## src/rtl/ccff_loader.sv

```systemverilog
// ---------------------------------------------------------------------------
// ccff_loader
//
// Streams a byte-oriented configuration bitstream into a serial chain of
// configuration flip-flops (the "ccff" chain). Bytes arrive on a simple
// valid/ready stream. Each accepted byte is unpacked LSB-first onto ccff_head,
// one bit per prog_clk cycle, with cfg_shift_en high for exactly the cycles
// in which a bit is presented. cfg_shift_en drives an external clock gate, so
// the chain advances only on cycles where a real bit is on ccff_head.
//
// The loader knows the chain length (CHAIN_LEN) and checks that the stream
// ends exactly when the chain is full:
//   - chain full on a byte flagged s_last       -> DONE  (fabric released)
//   - chain full on a byte not flagged s_last   -> ERR   (stream too long)
//   - s_last byte exhausted before chain full   -> ERR   (stream too short)
// Bits of the final byte beyond CHAIN_LEN are dropped and never shifted.
//
// Handshake: a byte transfers on a rising edge of prog_clk where both
// s_valid and s_ready are 1. s_ready is 1 only in FETCH and does not depend
// on s_valid; the source may hold s_valid high for any number of cycles and
// must keep s_data/s_last stable until the transfer edge.
//
// Ports
//   prog_clk     in   single clock, all state updates on the rising edge
//   pReset       in   synchronous active-high reset
//   start        in   begin a programming session (ignored while busy)
//   s_data[7:0]  in   bitstream byte
//   s_valid      in   s_data/s_last valid
//   s_last       in   s_data is the final byte of the bitstream
//   s_ready      out  loader accepts a byte this cycle
//   ccff_head    out  serial data into the chain head (0 when not shifting)
//   cfg_shift_en out  enable for the external chain clock gate
//   busy         out  session in progress (FETCH or SHIFT)
//   done         out  chain fully and correctly loaded
//   error        out  length mismatch detected
//   fabric_reset out  holds user logic in reset until a successful load
// ---------------------------------------------------------------------------
module ccff_loader #(
    parameter int CHAIN_LEN = 12
) (
    input  logic       prog_clk,
    input  logic       pReset,
    input  logic       start,
    input  logic [7:0] s_data,
    input  logic       s_valid,
    input  logic       s_last,
    output logic       s_ready,
    output logic       ccff_head,
    output logic       cfg_shift_en,
    output logic       busy,
    output logic       done,
    output logic       error,
    output logic       fabric_reset
);

    localparam int CNT_W = $clog2(CHAIN_LEN + 1);
    localparam logic [CNT_W-1:0] CHAIN_LEN_C = CNT_W'(CHAIN_LEN);

    typedef enum logic [2:0] {
        S_IDLE  = 3'd0,
        S_FETCH = 3'd1,
        S_SHIFT = 3'd2,
        S_DONE  = 3'd3,
        S_ERR   = 3'd4
    } state_t;

    state_t           state;
    logic [CNT_W-1:0] bit_cnt;   // bits shifted into the chain this session
    logic [3:0]       byte_idx;  // bits of the current byte already presented
    logic [7:0]       shreg;     // remaining (not yet presented) bits of the byte
    logic             last_q;    // s_last captured with the current byte

    // chain_full wins over byte exhaustion when both happen together.
    logic chain_full;
    logic byte_empty;

    assign chain_full = (bit_cnt == CHAIN_LEN_C);
    assign byte_empty = (byte_idx == 4'd8);

    always_ff @(posedge prog_clk) begin
        if (pReset) begin
            state        <= S_IDLE;
            s_ready      <= 1'b0;
            ccff_head    <= 1'b0;
            cfg_shift_en <= 1'b0;
            busy         <= 1'b0;
            done         <= 1'b0;
            error        <= 1'b0;
            fabric_reset <= 1'b1;
            bit_cnt      <= '0;
            byte_idx     <= '0;
            shreg        <= '0;
            last_q       <= 1'b0;
        end else begin
            case (state)
                // IDLE, DONE and ERR all wait for start; the session restarts
                // from an empty chain count and fabric_reset is re-asserted.
                S_IDLE, S_DONE, S_ERR: begin
                    if (start) begin
                        state        <= S_FETCH;
                        s_ready      <= 1'b1;
                        busy         <= 1'b1;
                        done         <= 1'b0;
                        error        <= 1'b0;
                        fabric_reset <= 1'b1;
                        bit_cnt      <= '0;
                        byte_idx     <= '0;
                    end
                end

                // The first bit of an accepted byte is presented directly from
                // s_data on the accept edge, so it appears the very next cycle.
                // The shift register keeps the seven bits still to go.
                S_FETCH: begin
                    if (s_valid) begin
                        state        <= S_SHIFT;
                        s_ready      <= 1'b0;
                        ccff_head    <= s_data[0];
                        cfg_shift_en <= 1'b1;
                        shreg        <= {1'b0, s_data[7:1]};
                        last_q       <= s_last;
                        byte_idx     <= 4'd1;
                        bit_cnt      <= bit_cnt + CNT_W'(1);
                    end
                end

                S_SHIFT: begin
                    if (chain_full) begin
                        // Remaining bits of this byte are discarded.
                        ccff_head    <= 1'b0;
                        cfg_shift_en <= 1'b0;
                        busy         <= 1'b0;
                        if (last_q) begin
                            state        <= S_DONE;
                            done         <= 1'b1;
                            fabric_reset <= 1'b0;
                        end else begin
                            state <= S_ERR;
                            error <= 1'b1;
                        end
                    end else if (byte_empty) begin
                        ccff_head    <= 1'b0;
                        cfg_shift_en <= 1'b0;
                        if (last_q) begin
                            state <= S_ERR;
                            busy  <= 1'b0;
                            error <= 1'b1;
                        end else begin
                            state   <= S_FETCH;
                            s_ready <= 1'b1;
                        end
                    end else begin
                        ccff_head    <= shreg[0];
                        cfg_shift_en <= 1'b1;
                        shreg        <= {1'b0, shreg[7:1]};
                        byte_idx     <= byte_idx + 4'd1;
                        bit_cnt      <= bit_cnt + CNT_W'(1);
                    end
                end

                default: begin
                    state        <= S_IDLE;
                    s_ready      <= 1'b0;
                    ccff_head    <= 1'b0;
                    cfg_shift_en <= 1'b0;
                    busy         <= 1'b0;
                    done         <= 1'b0;
                    error        <= 1'b0;
                    fabric_reset <= 1'b1;
                end
            endcase
        end
    end

endmodule

```

## config.mk

```make
export PLATFORM = sky130hd
export DESIGN_NAME = ccff_loader
export DESIGN_NICKNAME = d
export VERILOG_FILES = /design/src/rtl/ccff_loader.sv
export SDC_FILE = /design/constraint.sdc
export NUM_CORES = 1
export LEC_CHECK = 0
export CAP_MARGIN = 20
export CORE_MARGIN = 2
export CORE_UTILIZATION = 58
export CTS_CLUSTER_SIZE = 40
export DETAILED_ROUTE_END_ITERATION = 12
export PLACE_DENSITY = 0.84
export SKIP_CTS_REPAIR_TIMING = 1
export SLEW_MARGIN = 40
export SYNTH_ARGS = -nofsm -noshare
export SYNTH_HDL_FRONTEND = slang
export SYNTH_SLANG_ARGS = --single-unit
export TNS_END_PERCENT = 20
```

## constraint.sdc

```tcl
create_clock -name prog_clk -period 2.58 [get_ports prog_clk]
set_input_delay 0.774 -clock prog_clk [delete_from_list [all_inputs] [get_ports prog_clk]]
set_output_delay 0.774 -clock prog_clk [all_outputs]
set_load 0.1 [all_outputs]
```

==> results.toml <==
[run_status]
status = "completed"

[synthesis]
synthCells = 169
synth_common_cells = "dfxtp_1 (26), nand2_1 (14), a21oi_1 (13), nor2_1 (13), inv_1 (11)"
synth_xor_area_share_pct = 0.592
yosys.cell_types.count = 50
synth_area_leaders = "dfxtp_1 (35%), ha_1 (5.1%), a21oi_1 (4.4%)"
synth_edf_count = 0
yosysWarningCount = 0
synth_adder_area_share_pct = 5.08
synth_most_common_cell = "dfxtp_1"
ys_ff_latch = 26
synth-seq-area-share_pct = 35.2
syn_area_per_cell_sq_um = 8.75
synth_nets = 188
synth_area_sq_um = 1480
netlist.top_cell.by_area = "dfxtp_1"
synth_compound_area_share_pct = 24.0
synthFlopType = "dfxtp_1"
synth-simple-area-share_pct = 24.7
ys_async_sr_fraction_pct = 0
synth_top_area_share_pct = 35.2
synth_top_family_by_area = "simple AND/OR/NAND/NOR gates"
muxShareOfSynthArea_pct = 2.12

[timing]
hold_viol = 0
slew_headroom_pct = 61.2
fin_skew_ps = 3.98
slew_viol_final = 0
final-setup-viol-count = 0
worst_slew_pin_slew_ps = 581
tns_ps = 0
timing.final.crit_period_ps = 2120
fmax_ghz = 0.472
finalCritPeriodShare_pct = 82.2
rsz0062_at_grt = "no"

[setup_path]
required_ps = 2810
crit_arrival_ps = 2350
ff2ff_path_depth = 4
rr_endpoint = "byte_idx[0]"
r2r-start = "state[1]"
rrSetupSlack_ps = 520
start_kind = "input pin"
end_kind = "register"
critical_path_class = "input pin to register"
cp_max_fo = 7
worstSetupStartpoint = "s_valid"

[power]
power_density_nw_per_um2 = 564
vdd_drop_max_mv = 0.437
p_leak_uw = 0.000635

[die]
chipHeight_um = 54.5
io_pins = 20
die_x_um = 54.5
coreArea_sq_um = 2450
start_util_pct = 60.2
die-area_sq_um = 2970
rows = 18

[clocking]
htreeDepth = 1
cts.sinks = 26
insertion_delay_ps = 330
cts_buffer_depth = 2
cts_tree = "yes"
cts_buffers = 3
clkSlewWorstSetupHoldPaths_ps = 140
cts-root-buf = "clkbuf_4"

[place]
postPlaceCellArea_sq_um = 1640
gp_congestion = 0.813
place_hpwl_mm = 2.30
port_buffers = 19

[layout]
syn_to_final_growth_pct = 13.2
diodes = 0
final_area_sq_um = 1670
n_fill_cell = 202
layout-drive-gt1-share_pct = 13.0
finalNetCount = 204

[worst_hold_path]
hold_path.startpoint = "done"
holdCritPathClass = "register to register"
holdPathStages = 2
hold_end = "done"

[routing]
vias = 1309
via_per_inst = 6.12
drtPass1Iterations = 4
dr.first_iter.drc_count = 33
drcViolationCount = 0
wire_per_inst_um = 15.0
wl_mm = 3.21
detail-route-antenna-nets = 0

[grt]
grt_pass1_vias = 1163
antenna_found_initial = 0
grt_max_degree = 23
grt_pass1_wl_mm = 5.13
overflow = 0
grt_usage_pct = 24.0

[flow_run]
maxCapViolations = 0
## critical path: stages
cell and delay, ps:
clkdlybuf4s50_1 500, nor4bb_1 290, buf_4 220, a211o_1 140, nor2_1 60, o41ai_1 360
## cell families after synthesis
logic type               after synthesis
buffers and inverters                 23
AO/OA/AOI/OAI                         47
adder cells (fa/ha/maj)                6
AND/OR/NAND/NOR                       63
XOR/XNOR                               1
flip-flops                            26
multiplexers                           3
## how the worst max path moves through the flow
stage / endpoint / slack [ps] / cells past startpoint
4_1_cts: byte_idx[0] / 470 / 6
3_5_place_dp: byte_idx[0] / 120 / 6
6_report: byte_idx[0] / 460 / 6
5_1_grt: byte_idx[0] / 330 / 6
3_3_place_gp: bit_cnt[3] / 190 / 6
2_1_floorplan: byte_idx[0] / 730 / 5
## stage by stage
step	hold WS, ps	total power, uW	util [%]	std cells	setup slack (ps)
floorplan	455	684	-	169	734
global placement	438	730	66.7	210	193
detailed placement	446	740	66.7	210	119
CTS	470	948	68.2	214	474
global route	497	988	68.2	214	333
finish	468	945	68.2	214	461
## cell type report
cell class	count	area [sq um]	area share, %
Multi-Input combinational cell	120	836	49.9
Tap cell	30	37.5	2.24
Clock buffer	4	36.3	2.17
Sequential cell	26	520	31.1
Timing Repair Buffer	23	203	12.1
Inverter	11	41.3	2.47
## power breakdown
part / internal (uW) / total, uW / switching, uW
Sequential: 432 / 465 / 32.9
Combinational: 102 / 269 / 167
Clock: 86.5 / 211 / 124
Total: 620 / 945 / 324
## state kept, by name (all words and copies together) (netlist names)
| register | cells |
|---|---|
| shreg | 7 |
| bit_cnt | 4 |
| byte_idx | 4 |
| state | 3 |
| busy | 1 |
| ccff_head | 1 |
| cfg_shift_en | 1 |
| done | 1 |
| error | 1 |
| fabric_reset | 1 |
| last_q | 1 |
| s_ready | 1 |
## layout by cell type (no fill, tap or decap), types with 3 or more instances in the layout
cell / count
nand3_1: 7
a21o_1: 3
ha_1: 6
a21oi_1: 13
nand2b_1: 3
a211o_1: 3
buf_4: 11
a311oi_1: 6
clkdlybuf4s50_1: 12
dfxtp_1: 26
inv_1: 11
clkbuf_4: 3
nor2_1: 13
nor3_1: 6
o21ai_1: 3
nand2_1: 14
a31oi_1: 3
## metal layers
layer | share of wire [%] | GRT usage (%) | vias to the layer above | wire length [um]
met3 | 4.8 | 4.37 | 5 | 154
met4 | 1.2 | 10.0 | 0 | 38
met2 | 48 | 41.0 | 37 | 1540
met1 | 46 | 29.5 | 618 | 1470
met5 | 0 | 0 | - | 0
li1 | - | - | 649 | -
Power figures use the tool's default switching activity.
